===== src/rtl/gps_sv_sched_if.sv =====
// gps_sv_sched_if: code-generator control/capture signals and the result valid/ready channel.
interface gps_sv_sched_if;
  logic [5:0]   sv_num;
  logic         startRound;
  logic [12:0]  ca_code;
  logic [127:0] l_code;
  logic         l_code_valid;
  logic         res_valid;
  logic         res_ready;
  logic [5:0]   res_sv;
  logic [12:0]  res_ca;
  logic [127:0] res_l;
  modport master (
    output sv_num, startRound, res_valid, res_sv, res_ca, res_l,
    input  ca_code, l_code, l_code_valid, res_ready
  );
  modport slave (
    input  sv_num, startRound, res_valid, res_sv, res_ca, res_l,
    output ca_code, l_code, l_code_valid, res_ready
  );
endinterface


===== src/rtl/gps_sv_sched.sv =====
// gps_sv_sched: sweeps the enabled SVs through the code generator and hands each capture to a consumer.
// Define GPS_SCHED_TIMEOUT_EN to add the WAIT watchdog that skips SVs whose generator never answers.
module gps_sv_sched #(
  parameter int START_HOLD     = 4,
  parameter int TIMEOUT_CYCLES = 4096
) (
  input  logic        sys_clk_50,
  input  logic        rst_n,
  input  logic        start,
  input  logic        abort,
  input  logic [31:0] sv_mask,
  output logic        busy,
  output logic        done,
  output logic        err_timeout,
  gps_sv_sched_if.master bus
);
  localparam int CW = $clog2(TIMEOUT_CYCLES > START_HOLD ? TIMEOUT_CYCLES : START_HOLD);
  localparam logic [CW-1:0] HOLD_LAST = CW'(START_HOLD - 1);
  typedef enum logic [2:0] {IDLE, SCAN, START, WAIT, OUT, DONE} state_t;
  state_t         state_q, state_d;
  logic [4:0]     idx_q, idx_d;
  logic [31:0]    mask_q, mask_d;
  logic [CW-1:0]  cnt_q, cnt_d;
  logic           seen_q, seen_d, err_q, err_d;
  logic [5:0]     sv_q, sv_d, res_sv_q, res_sv_d;
  logic [12:0]    res_ca_q, res_ca_d;
  logic [127:0]   res_l_q, res_l_d;
  logic           last_idx;
  assign last_idx = idx_q == 5'd31;
  always_comb begin
    state_d  = state_q;
    idx_d    = idx_q;
    mask_d   = mask_q;
    cnt_d    = cnt_q;
    seen_d   = seen_q;
    err_d    = err_q;
    sv_d     = sv_q;
    res_sv_d = res_sv_q;
    res_ca_d = res_ca_q;
    res_l_d  = res_l_q;
    if (abort) state_d = IDLE;
    else case (state_q)
      IDLE: if (start) begin
        mask_d  = sv_mask;
        idx_d   = '0;
        err_d   = 1'b0;
        state_d = SCAN;
      end
      SCAN: if (mask_q[idx_q]) begin
        sv_d    = {1'b0, idx_q} + 6'd1;
        cnt_d   = '0;
        state_d = START;
      end else begin
        idx_d   = idx_q + 5'd1;
        state_d = last_idx ? DONE : SCAN;
      end
      START: begin
        cnt_d   = cnt_q == HOLD_LAST ? '0 : cnt_q + 1'b1;
        seen_d  = 1'b0;
        state_d = cnt_q == HOLD_LAST ? WAIT : START;
      end
      // A level that is already high belongs to the previous round; only a fresh rise counts.
      WAIT: if (seen_q && bus.l_code_valid) begin
        res_sv_d = sv_q;
        res_ca_d = bus.ca_code;
        res_l_d  = bus.l_code;
        state_d  = OUT;
      end else begin
        seen_d = seen_q | ~bus.l_code_valid;
        cnt_d  = cnt_q + 1'b1;
`ifdef GPS_SCHED_TIMEOUT_EN
        if (cnt_q == CW'(TIMEOUT_CYCLES - 1)) begin
          err_d   = 1'b1;
          idx_d   = idx_q + 5'd1;
          state_d = last_idx ? DONE : SCAN;
        end
`endif
      end
      OUT: if (bus.res_ready) begin
        idx_d   = idx_q + 5'd1;
        state_d = last_idx ? DONE : SCAN;
      end
      DONE:    state_d = IDLE;
      default: state_d = IDLE;
    endcase
  end
  always_ff @(posedge sys_clk_50 or negedge rst_n) begin
    if (!rst_n) begin
      state_q  <= IDLE;
      idx_q    <= '0;
      mask_q   <= '0;
      cnt_q    <= '0;
      seen_q   <= 1'b0;
      err_q    <= 1'b0;
      sv_q     <= '0;
      res_sv_q <= '0;
      res_ca_q <= '0;
      res_l_q  <= '0;
    end else begin
      state_q  <= state_d;
      idx_q    <= idx_d;
      mask_q   <= mask_d;
      cnt_q    <= cnt_d;
      seen_q   <= seen_d;
      err_q    <= err_d;
      sv_q     <= sv_d;
      res_sv_q <= res_sv_d;
      res_ca_q <= res_ca_d;
      res_l_q  <= res_l_d;
    end
  end
  assign bus.sv_num     = sv_q;
  assign bus.startRound = state_q == START;
  assign bus.res_valid  = state_q == OUT;
  assign bus.res_sv     = res_sv_q;
  assign bus.res_ca     = res_ca_q;
  assign bus.res_l      = res_l_q;
  assign busy           = state_q != IDLE;
  assign done           = state_q == DONE;
  assign err_timeout    = err_q;
endmodule


===== src/flat_wrapper.sv =====
// flat-port wrapper written by rule: the top's interface ports become plain ports
module gps_sv_sched_flat 
#(
  parameter int START_HOLD     = 4,
  parameter int TIMEOUT_CYCLES = 4096
)
  (sys_clk_50, rst_n, start, abort, sv_mask, busy, done, err_timeout, bus_sv_num, bus_startRound, bus_res_valid, bus_res_sv, bus_res_ca, bus_res_l, bus_ca_code, bus_l_code, bus_l_code_valid, bus_res_ready);
  gps_sv_sched_if bus_i ();
  input  logic sys_clk_50;
  input  logic rst_n;
  input  logic start;
  input  logic abort;
  input  logic [31:0] sv_mask;
  output logic busy;
  output logic done;
  output logic err_timeout;
  output wire logic [$bits(bus_i.sv_num)-1:0] bus_sv_num;
  output wire logic [$bits(bus_i.startRound)-1:0] bus_startRound;
  output wire logic [$bits(bus_i.res_valid)-1:0] bus_res_valid;
  output wire logic [$bits(bus_i.res_sv)-1:0] bus_res_sv;
  output wire logic [$bits(bus_i.res_ca)-1:0] bus_res_ca;
  output wire logic [$bits(bus_i.res_l)-1:0] bus_res_l;
  input wire logic [$bits(bus_i.ca_code)-1:0] bus_ca_code;
  input wire logic [$bits(bus_i.l_code)-1:0] bus_l_code;
  input wire logic [$bits(bus_i.l_code_valid)-1:0] bus_l_code_valid;
  input wire logic [$bits(bus_i.res_ready)-1:0] bus_res_ready;
  assign bus_sv_num = bus_i.sv_num;
  assign bus_startRound = bus_i.startRound;
  assign bus_res_valid = bus_i.res_valid;
  assign bus_res_sv = bus_i.res_sv;
  assign bus_res_ca = bus_i.res_ca;
  assign bus_res_l = bus_i.res_l;
  assign bus_i.ca_code = bus_ca_code;
  assign bus_i.l_code = bus_l_code;
  assign bus_i.l_code_valid = bus_l_code_valid;
  assign bus_i.res_ready = bus_res_ready;
  gps_sv_sched #(.START_HOLD(START_HOLD), .TIMEOUT_CYCLES(TIMEOUT_CYCLES)) u_core (.sys_clk_50(sys_clk_50), .rst_n(rst_n), .start(start), .abort(abort), .sv_mask(sv_mask), .busy(busy), .done(done), .err_timeout(err_timeout), .bus(bus_i));
endmodule

===== config.mk =====
export PLATFORM = sky130hd
export DESIGN_NAME = gps_sv_sched_flat
export DESIGN_NICKNAME = d
export VERILOG_FILES = /design/src/rtl/gps_sv_sched_if.sv /design/src/rtl/gps_sv_sched.sv /design/src/flat_wrapper.sv
export SDC_FILE = /design/constraint.sdc
export NUM_CORES = 1
export LEC_CHECK = 0
export BUFFER_PORTS_ARGS = -buffer_cell sky130_fd_sc_hd__buf_2
export CAP_MARGIN = 20
export CORE_MARGIN = 2
export CORE_UTILIZATION = 54
export CTS_BUF_LIST = sky130_fd_sc_hd__clkbuf_4 sky130_fd_sc_hd__clkbuf_8
export CTS_CLUSTER_DIAMETER = 80
export DETAILED_ROUTE_END_ITERATION = 12
export PLACE_DENSITY = 0.87
export SLEW_MARGIN = 20
export SYNTH_ARGS = -nofsm -noshare
export SYNTH_HDL_FRONTEND = slang
export SYNTH_SLANG_ARGS = --single-unit

===== constraint.sdc =====
create_clock -name sys_clk_50 -period 3 [get_ports sys_clk_50]
set_input_delay 0.15 -clock sys_clk_50 [delete_from_list [all_inputs] [get_ports sys_clk_50]]
set_output_delay 0.15 -clock sys_clk_50 [all_outputs]
set_load 0.02 [all_outputs]

* Word level (Yosys, flattened, before mapping)
Cells that the tools add are included.
Storage, ports and cells: register bits after elaboration 206, input port bits 179, logic and storage cells 64
Cells by class: add/subtract/negate cells 3, magnitude comparators 1, eq/ne operators 15, muxes and demuxes 20, bitwise logic cells 3, reduce and logical (&&, ||, !) cells 13
Operators with widths (count):
- $mux 12 | 3
- $pmux 12 s3 | 1
- $mux 3 | 6
- $mux 5 | 3
- $pmux 3 s5 | 1
- $pmux 5 s3 | 1
- $reduce_and 3->1 | 5
- $add 12x1->12 const B | 1
- $eq 12x2->1 const B | 1
- $reduce_bool 3->1 | 3
- $add 5x1->6 const B | 1
- $eq 3x2->1 const B | 2
- $eq 3x3->1 const B | 2
- $lt 5x6->1 const B | 1
- $ne 2x2->1 const B | 3
- $ne 3x2->1 const B | 2
- $add 5x1->5 const B | 1
- $bmux 1 s5 | 1
- $eq 5x5->1 const B | 1
- $reduce_and 5->1 | 1
- $ne 2x1->1 const B | 2
- $reduce_and 4->1 | 1
- $eq 3x1->1 const B | 1
- $logic_not 3->1 | 1
- 7 further kinds | 10

* Depth between registers and ports, before layout
Gate-level depths: netlist of run 1.
word-level depth 5, mapped depth 9, gate-level depth less buffers 7

* Least setup slack after synthesis of run 1
No wires, ideal clock.
path kind reg-to-reg, start reg u_core.idx_q[1], end reg u_core.idx_q[2], setup time 0.127 ns, arrival 1.908 ns, slack 0.965 ns, cell stages (with the launch flop) 9, buffers on the path 2, cell sequence dfrtp_1 buf_4 buf_2 mux4_2 a32oi_1 o31ai_2 or2_2 o211ai_1 o21ai_1
On the way: longest elaborated chain between the ends 4
RTL lines:
- from (decl) | RTL line gps_sv_sched.sv:21 | logic [4:0] idx_q, idx_d;
- from (signal assigned) | RTL line gps_sv_sched.sv:101 | idx_q <= idx_d;
- $bmux 1 s5 | RTL line gps_sv_sched.sv:49 | SCAN: if (mask_q[idx_q]) begin
- $mux 1 (not written as such) | RTL line gps_sv_sched.sv:49
- $ne 2x2->1 (no line)
- $reduce_and 5->1 (no line)
Parallel ways exist; a longest one is shown, timed or not. The select of a mux whose other input is x is not followed. A chain may end at the register's enable or synchronous reset.

* Worst setup path in the final report of run 1
start reg u_core.idx_q[0], end reg u_core.idx_q[0]
Same word-level chain as after synthesis.

==> impl_metrics.xml, run 1 <==
<?xml version="1.0" encoding="UTF-8"?>
<metrics>
  <group name="sta">
    <metric name="setup_ws" unit="ps">406.4</metric>
    <metric name="final.setup.tns" unit="ps">0</metric>
    <metric name="finalMaxSlewViolations" unit="">0</metric>
    <metric name="setup-violations-final" unit="">0</metric>
    <metric name="final_hold_fails" unit="">0</metric>
    <metric name="fin_crit_share" unit="%">86.45</metric>
    <metric name="grt_setup_unrepaired" unit="">false</metric>
    <metric name="worst-slew-pin-transition" unit="ps">885.7</metric>
    <metric name="final.min_clock_period" unit="ps">2594</metric>
    <metric name="timing.max_slew.rel_slack" unit="%">40.68</metric>
    <metric name="fmax" unit="MHz">385.6</metric>
    <metric name="clock-skew-final" unit="ps">24.69</metric>
  </group>
  <group name="power_and_ir_drop">
    <metric name="peakVddDrop" unit="V">0.0007788</metric>
    <metric name="power_leakage" unit="nW">6.817</metric>
    <metric name="power-per-cell-area" unit="mW/mm²">865.6</metric>
  </group>
  <group name="job">
    <metric name="max-cap-violations" unit="">0</metric>
  </group>
  <group name="grt">
    <metric name="grt_pass1_wl" unit="mm">45.44</metric>
    <metric name="global_route_total_overflow" unit="">0</metric>
    <metric name="largest_net_degree_at_the_start_of_global_routing" unit="">88</metric>
    <metric name="antenna_found_initial" unit="">3</metric>
    <metric name="first_global_vias" unit="">8046</metric>
    <metric name="grtUsageTotal" unit="%">35.63</metric>
  </group>
  <group name="die">
    <metric name="core_area" unit="mm²">0.01571</metric>
    <metric name="die_y" unit="µm">130.1</metric>
    <metric name="dieWidth" unit="µm">130.1</metric>
    <metric name="initial_core_util" unit="%">54.61</metric>
    <metric name="std_cell_rows" unit="">46</metric>
    <metric name="boundaryPins" unit="">337</metric>
    <metric name="die_area" unit="mm²">0.01691</metric>
  </group>
  <group name="setup_path">
    <metric name="critical_path.reg2reg.endpoint" unit="">u_core.idx_q[0]$_DFFE_PN0P_</metric>
    <metric name="worst-path-buf-inv" unit="">0</metric>
    <metric name="rr_startpoint" unit="">u_core.idx_q[0]$_DFFE_PN0P_</metric>
    <metric name="arrival" unit="ps">2950</metric>
    <metric name="crit_path_start_kind" unit="">flip-flop</metric>
    <metric name="critical_path.startpoint" unit="">u_core.idx_q[0]$_DFFE_PN0P_</metric>
    <metric name="critPathMaxStageDelay" unit="ps">750</metric>
    <metric name="reg2reg_slack" unit="ps">410</metric>
    <metric name="crit_required" unit="ps">3360</metric>
    <metric name="cp_cell_instances" unit="">mux4_2 &gt; a32oi_1 &gt; o31ai_2 &gt; or2_2 &gt; mux2i_1 &gt; nand3_1</metric>
    <metric name="critPathSlowestCell" unit="">sky130_fd_sc_hd__dfrtp_1</metric>
    <metric name="timing.critical_path.max_delay_family" unit="">multiplexers</metric>
    <metric name="timing.setup.critical_path_class" unit="">reg -&gt; reg</metric>
    <metric name="worstPathMaxFanout" unit="">17</metric>
    <metric name="reg2reg_depth" unit="">6</metric>
    <metric name="timing.critical_path.to" unit="">u_core.idx_q[0]$_DFFE_PN0P_</metric>
    <metric name="worst_setup_path_end_kind" unit="">flip-flop</metric>
    <metric name="path_depth" unit="">6</metric>
  </group>
  <group name="hold_path">
    <metric name="hold_path.class" unit="">in -&gt; reg</metric>
    <metric name="min_delay_path_depth" unit="">4</metric>
  </group>
  <group name="synthesis">
    <metric name="post_synth.cell_area_avg" unit="µm²">14.09</metric>
    <metric name="async_flop_share" unit="%">100.0</metric>
    <metric name="fraction_of_synthesized_cell_area_taken_by_the_top_area_cell_type" unit="%">60.08</metric>
    <metric name="ys_top_cells_by_area" unit="">sky130_fd_sc_hd__dfrtp_1 (60%), sky130_fd_sc_hd__mux2_2 (24%), sky130_fd_sc_hd__nand2_1 (1.4%), sky130_fd_sc_hd__mux4_2 (1.0%), sky130_fd_sc_hd__o21ai_0 (0.99%)</metric>
    <metric name="synth_warnings" unit="">0</metric>
    <metric name="synth.distinct_cells" unit="">55</metric>
    <metric name="post_synthesis_sequential_element_count" unit="">206</metric>
    <metric name="syn-cell-area" unit="mm²">0.008581</metric>
    <metric name="synth_fp_nets" unit="">791</metric>
    <metric name="synth_cells" unit="">609</metric>
    <metric name="ys.flop_type" unit="">sky130_fd_sc_hd__dfrtp_1</metric>
    <metric name="synth-edff-count" unit="">0</metric>
    <metric name="sequential_element_share_of_the_synthesized_area" unit="%">60.08</metric>
    <metric name="yosysTopAreaCell" unit="">sky130_fd_sc_hd__dfrtp_1</metric>
  </group>
  <group name="clock_network">
    <metric name="h_tree_level_count" unit="">2</metric>
    <metric name="cts.repair_timing.setup_buffer_count" unit="">0</metric>
    <metric name="clock_tree.buffer_depth" unit="">3</metric>
    <metric name="tritoncts.num_buffers" unit="">35</metric>
    <metric name="clockRootBuffer" unit="">sky130_fd_sc_hd__clkbuf_8</metric>
    <metric name="tritoncts" unit="">done</metric>
    <metric name="clk_pin_slew" unit="ps">60</metric>
    <metric name="clock_sinks" unit="">206</metric>
    <metric name="worstSkewPairLatency" unit="ps">510</metric>
  </group>
  <group name="final_layout">
    <metric name="stdcell_count" unit="">1374</metric>
    <metric name="nets" unit="">1314</metric>
    <metric name="layout-drive-gt1-share" unit="%">52.12</metric>
    <metric name="n_fill_cell" unit="">760</metric>
    <metric name="syn_to_layout_area_delta" unit="%">51.93</metric>
  </group>
  <group name="run_status">
    <metric name="outcome" unit="">completed</metric>
  </group>
  <group name="routing">
    <metric name="drt_drc_violations_left" unit="">0</metric>
    <metric name="detail-route-antenna-nets" unit="">0</metric>
    <metric name="routed_wirelength" unit="mm">30.75</metric>
    <metric name="via_per_inst" unit="">5.542</metric>
    <metric name="first_iter_violations" unit="">523</metric>
    <metric name="vias" unit="">7615</metric>
    <metric name="detail_route.first_pass.iterations" unit="">5</metric>
    <metric name="wl_per_cell" unit="µm">22.38</metric>
  </group>
  <group name="placement">
    <metric name="port-buffer-count" unit="">335</metric>
    <metric name="dp_hpwl" unit="mm">15.41</metric>
    <metric name="place.detailed.instances" unit="">1136</metric>
    <metric name="setup_ws_pre_cts" unit="ps">501.6</metric>
    <metric name="place.gp.congestion" unit="">0.8413</metric>
  </group>
</metrics>
==> per-stage QoR <==
step	util [%]	cell area, µm²	power, mW	hold slack (ps)
after floorplan	-	8581	6.534	-145.6
after global placement	66.72	10480	7.710	237.0
after detailed placement	66.72	10480	7.859	239.1
after CTS	82.92	13030	10.89	32.21
after global routing	82.94	13030	11.73	74.32
final	82.97	13040	11.28	64.08
==> cell type report <==
class | count | area, µm² | area share [%]
clock buffers | 57 | 728.2 | 5.586
flip-flops and latches | 206 | 5155 | 39.54
multi-input cells | 362 | 3242 | 24.87
well taps | 216 | 270.3 | 2.073
inverters | 9 | 33.78 | 0.2591
clock inverters | 3 | 65.06 | 0.4991
diodes | 3 | 7.507 | 0.05759
repair buffers | 518 | 3535 | 27.11
==> where the power goes <==
part           internal (mW)  total (mW)  switching (mW)
combinational           1.68        3.88            2.20
clock                   1.70        2.90            1.20
sequential              3.73        4.51           0.779
==> Yosys cell counts (4+ instances only) <==
cell type                    n
sky130_fd_sc_hd__and2_1      4
sky130_fd_sc_hd__nand3_1    13
sky130_fd_sc_hd__nor3_1      8
sky130_fd_sc_hd__mux4_2      4
sky130_fd_sc_hd__inv_1       9
sky130_fd_sc_hd__nand2b_1    7
sky130_fd_sc_hd__buf_2      15
sky130_fd_sc_hd__and3_1      4
sky130_fd_sc_hd__a31oi_1    11
sky130_fd_sc_hd__nor4_1      5
sky130_fd_sc_hd__o21ai_0    17
sky130_fd_sc_hd__clkbuf_1    9
sky130_fd_sc_hd__mux2_2    184
sky130_fd_sc_hd__buf_1       4
sky130_fd_sc_hd__dfrtp_1   206
sky130_fd_sc_hd__nand2_1    31
sky130_fd_sc_hd__mux2i_1     7
sky130_fd_sc_hd__nor2b_1     4
sky130_fd_sc_hd__a21oi_1     5
sky130_fd_sc_hd__nor2_1     10
==> per-layer routing <==
layer	track usage (%)	vias up	wire [µm]
li1	-	3245	-
met1	41.26	3742	11070
met2	59.44	478	15100
met3	10.74	146	2752
met4	19.99	4	1801
met5	0	-	28
==> layout by cell type (no fill, tap or decap), drive strengths merged, types with 3 or more instances in the layout <==
master	n
nand3	13
mux2i	7
or2	3
o21ai	20
nor2	11
dlygate4sd3	175
nor3	9
o31ai	4
inv	9
a21oi	5
and2	4
a31oi	11
buf	342
nor4	5
diode	3
dfrtp	206
mux2	184
and3	4
ha	3
clkbuf	58
nand2	32
nor2b	4
nand2b	7
o22ai	3
mux4	4
==> cell families (layout without fill, tap and decap cells) <==
| group | count (synthesis) | count (layout) | synth area share, % |
|---|---|---|---|
| flip-flops | 206 | 206 | 60.08 |
| multiplexers | 195 | 195 | 26.01 |
| AND/OR/NAND/NOR | 100 | 100 | 6.124 |
| AO/OA/AOI/OAI | 61 | 61 | 4.870 |
| buffers and inverters | 41 | 587 | 2.231 |
| adder cells (fa/ha/maj) | 3 | 3 | 0.4375 |
| XOR/XNOR | 2 | 2 | 0.2042 |
| other | 1 | 4 | 0.04370 |
==> how the worst min path moves through the flow <==
stage | from | slack [ps] | end
6_report | bus_res_ready | 60 | u_core.state_q[2]$_DFFE_PN0P_
5_1_grt | bus_res_ready | 70 | u_core.state_q[2]$_DFFE_PN0P_
4_1_cts | bus_res_ready | 30 | u_core.state_q[2]$_DFFE_PN0P_
3_5_place_dp | rst_n | 240 | u_core.mask_q[23]$_DFFE_PN0P_
3_3_place_gp | rst_n | 240 | u_core.mask_q[23]$_DFFE_PN0P_
2_1_floorplan | rst_n | -150 | u_core.bus.res_ca[0]$_DFFE_PN0P_
==> what timing repair did <==
item | 4_1_cts | 5_1_grt
hold endpoints to repair | 257 | 0
endpoints found under the setup margin | 0 | 0
resized for setup | 0 | 0
hold buffers | 175 | 0
==> sequential cells by signal, indices dropped and copies added (netlist names) <==
signal             count
u_core.bus.res_ca     13
u_core.bus.res_l     128
u_core.bus.res_sv      6
u_core.bus.sv_num      6
u_core.cnt_q          12
u_core.idx_q           5
u_core.mask_q         32
u_core.seen_q          1
u_core.state_q         3
==> tightest hold or removal path: stages <==
cell,delay (ps)
sky130_fd_sc_hd__buf_2,100
sky130_fd_sc_hd__a21oi_1,130
sky130_fd_sc_hd__a21oi_1,90
sky130_fd_sc_hd__o41ai_2,50
Note: power is estimated with default switching activity, not from simulation.
==> inputs of run 2 (changes only) <==
--- a/config.mk
+++ b/config.mk
@@ -12,7 +12,7 @@
 export CTS_BUF_LIST = sky130_fd_sc_hd__clkbuf_4 sky130_fd_sc_hd__clkbuf_8
 export CTS_CLUSTER_DIAMETER = 80
 export DETAILED_ROUTE_END_ITERATION = 12
-export PLACE_DENSITY = 0.87
+export PLACE_DENSITY = 0.84
 export SLEW_MARGIN = 20
 export SYNTH_ARGS = -nofsm -noshare
 export SYNTH_HDL_FRONTEND = slang
==> impl_metrics.xml, run 2 (same netlist as run 1, synthesis figures left out) <==
<?xml version="1.0" encoding="UTF-8"?>
<metrics>
  <group name="grt">
    <metric name="first_global_vias" unit="">7946</metric>
    <metric name="largest_net_degree_at_the_start_of_global_routing" unit="">93</metric>
    <metric name="grtUsageTotal" unit="%">35.15</metric>
    <metric name="antenna_found_initial" unit="">1</metric>
    <metric name="global_route_total_overflow" unit="">0</metric>
    <metric name="grt_pass1_wl" unit="mm">44.73</metric>
  </group>
  <group name="routing">
    <metric name="drt_drc_violations_left" unit="">0</metric>
    <metric name="met2RoutedLength" unit="mm">15.19</metric>
    <metric name="via_per_inst" unit="">5.520</metric>
    <metric name="topRoutingLayerUsed" unit="">met4</metric>
    <metric name="detail_route.first_pass.iterations" unit="">5</metric>
    <metric name="first_iter_violations" unit="">532</metric>
    <metric name="met1_length" unit="mm">11.27</metric>
    <metric name="dr_wl_met3" unit="mm">2.446</metric>
    <metric name="wl_per_cell" unit="µm">22.06</metric>
    <metric name="routed_wirelength" unit="mm">30.31</metric>
    <metric name="vias" unit="">7584</metric>
    <metric name="detail-route-antenna-nets" unit="">0</metric>
  </group>
  <group name="sta">
    <metric name="finalMaxSlewViolations" unit="">0</metric>
    <metric name="final_hold_fails" unit="">0</metric>
    <metric name="setup-violations-final" unit="">0</metric>
    <metric name="setup_ws" unit="ps">377.6</metric>
    <metric name="worst-slew-pin-transition" unit="ps">888.3</metric>
    <metric name="fin_crit_share" unit="%">87.41</metric>
    <metric name="timing.max_slew.rel_slack" unit="%">40.51</metric>
    <metric name="grt_setup_unrepaired" unit="">false</metric>
    <metric name="final.setup.tns" unit="ps">0</metric>
    <metric name="clock-skew-final" unit="ps">22.57</metric>
    <metric name="fmax" unit="MHz">381.3</metric>
    <metric name="final.min_clock_period" unit="ps">2622</metric>
  </group>
  <group name="clock_network">
    <metric name="clockRootBuffer" unit="">sky130_fd_sc_hd__clkbuf_8</metric>
    <metric name="clock_sinks" unit="">206</metric>
    <metric name="clock_tree.buffer_depth" unit="">3</metric>
    <metric name="h_tree_level_count" unit="">2</metric>
    <metric name="worstSkewPairLatency" unit="ps">510</metric>
    <metric name="clk_pin_slew" unit="ps">60</metric>
    <metric name="number_of_resized_instances_in_the_post_cts_repair_step" unit="">0</metric>
    <metric name="tritoncts.num_buffers" unit="">35</metric>
    <metric name="tritoncts" unit="">done</metric>
  </group>
  <group name="final_layout">
    <metric name="stdcell_count" unit="">1374</metric>
    <metric name="multi_input_area" unit="mm²">0.003242</metric>
    <metric name="layout.area.seq" unit="mm²">0.005155</metric>
    <metric name="layout-drive-gt1-share" unit="%">52.12</metric>
    <metric name="final_design_area_no_fill" unit="mm²">0.01299</metric>
    <metric name="syn_to_layout_area_delta" unit="%">51.36</metric>
    <metric name="n_fill_cell" unit="">784</metric>
    <metric name="largest_register_ff_count" unit="">128</metric>
    <metric name="final_cell_mix" unit="">sky130_fd_sc_hd__buf_2 (334), sky130_fd_sc_hd__dfrtp_1 (206), sky130_fd_sc_hd__mux2_2 (184)</metric>
    <metric name="nets" unit="">1313</metric>
    <metric name="mostFrequentLayoutCell" unit="">sky130_fd_sc_hd__buf_2</metric>
  </group>
  <group name="power_and_ir_drop">
    <metric name="peakVddDrop" unit="V">0.0006398</metric>
    <metric name="total_power" unit="mW">11.08</metric>
    <metric name="power-per-cell-area" unit="mW/mm²">853.2</metric>
    <metric name="power_leakage" unit="nW">6.795</metric>
  </group>
  <group name="die">
    <metric name="boundaryPins" unit="">337</metric>
    <metric name="die_y" unit="µm">130.1</metric>
    <metric name="die_area" unit="mm²">0.01691</metric>
    <metric name="dieWidth" unit="µm">130.1</metric>
    <metric name="std_cell_rows" unit="">46</metric>
    <metric name="core_area" unit="mm²">0.01571</metric>
    <metric name="initial_core_util" unit="%">54.61</metric>
  </group>
  <group name="placement">
    <metric name="place.gp.congestion" unit="">0.7867</metric>
    <metric name="place.detailed.instances" unit="">1135</metric>
    <metric name="port-buffer-count" unit="">335</metric>
    <metric name="setup_ws_pre_cts" unit="ps">504.7</metric>
    <metric name="placement_stage_cell_area" unit="mm²">0.01048</metric>
    <metric name="dp_hpwl" unit="mm">15.70</metric>
  </group>
  <group name="job">
    <metric name="max-cap-violations" unit="">0</metric>
  </group>
  <group name="setup_path">
    <metric name="crit_path_start_kind" unit="">flip-flop</metric>
    <metric name="arrival" unit="ps">3010</metric>
    <metric name="critPathSlowestCell" unit="">sky130_fd_sc_hd__dfrtp_1</metric>
    <metric name="worstPathMaxFanout" unit="">17</metric>
    <metric name="critPathMaxStageDelay" unit="ps">730</metric>
    <metric name="crit_required" unit="ps">3380</metric>
    <metric name="worst_setup_path_end_kind" unit="">flip-flop</metric>
    <metric name="timing.setup.critical_path_class" unit="">reg -&gt; reg</metric>
    <metric name="cp_cell_instances" unit="">mux4_2 &gt; a32oi_1 &gt; o31ai_2 &gt; or2_2 &gt; mux2i_1 &gt; nand3_1</metric>
  </group>
  <group name="hold_path">
    <metric name="hold_path.class" unit="">in -&gt; reg</metric>
  </group>
  <group name="run_status">
    <metric name="outcome" unit="">completed</metric>
  </group>
</metrics>
==> run 2: cell count changes in the layout (fill, tap and decap cells not counted), sizes merged <==
cell and change:
buf -1, bufinv -2, clkbuf +4, clkinv -1
==> run 2: path summary, 6_finish.rpt <==
| kind | from | endpoint | slack (ps) | cells past startpoint |
|---|---|---|---|---|
| max | u_core.idx_q[0]$_DFFE_PN0P_ | u_core.idx_q[0]$_DFFE_PN0P_ | 380 | 6 |
| min | bus_res_ready | u_core.state_q[2]$_DFFE_PN0P_ | 40 | 4 |
| max reg2reg | u_core.idx_q[0]$_DFFE_PN0P_ | u_core.idx_q[0]$_DFFE_PN0P_ | 380 | 6 |
| min reg2reg | u_core.bus.res_l[95]$_DFFE_PN0P_ | u_core.bus.res_l[95]$_DFFE_PN0P_ | 500 | 1 |
| max in group asynchronous | rst_n | u_core.bus.res_l[60]$_DFFE_PN0P_ | 1890 | 3 |
| min in group asynchronous | rst_n | u_core.mask_q[17]$_DFFE_PN0P_ | 230 | 2 |
==> run 2: repair_timing <==
| item | 4_1_cts | 5_1_grt |
|---|---|---|
| hold endpoints to repair | 255 | 0 |
| hold buffers | 175 | 0 |
| setup buffers | 0 | 0 |
==> run 2: per-stage QoR <==
stage | utilization [%] | hold WS (ps)
global route | 82.62 | 54.78
detailed placement | 66.67 | 237.7
global placement | 66.67 | 241.7
floorplan | - | -145.6
finish | 82.66 | 39.11
CTS | 82.61 | 29.61
==> run 2: power breakdown <==
part | leakage, nW | switching (mW) | total [mW] | internal (mW)
combinational | 3.63 | 2.17 | 3.84 | 1.67
sequential | 2.76 | 0.794 | 4.53 | 3.73
clock | 0.402 | 1.15 | 2.71 | 1.56
total | 6.80 | 4.11 | 11.1 | 6.97
==> run 2: area by class of cell <==
type,count,area share [%]
Timing Repair Buffer,517,27.16
Multi-Input combinational cell,362,24.96
Tap cell,216,2.081
Antenna cell,3,0.05780
Inverter,9,0.2601
Clock buffer,61,5.790
Sequential cell,206,39.69
==> run 2: worst max-delay path, delay by kind of cell (launching register included) <==
family             cells  cell delay, ps
muxes                  2             800
DFF                    1             730
AOI/OAI and AO/OA      2             490
and+or+nand+nor        2             490
==> run 2: layer usage <==
metal,vias up,global-route usage (%)
li1,3257,-
met1,3756,42.39
met2,459,58.79
met3,112,9.881
met4,0,16.70
met5,-,0
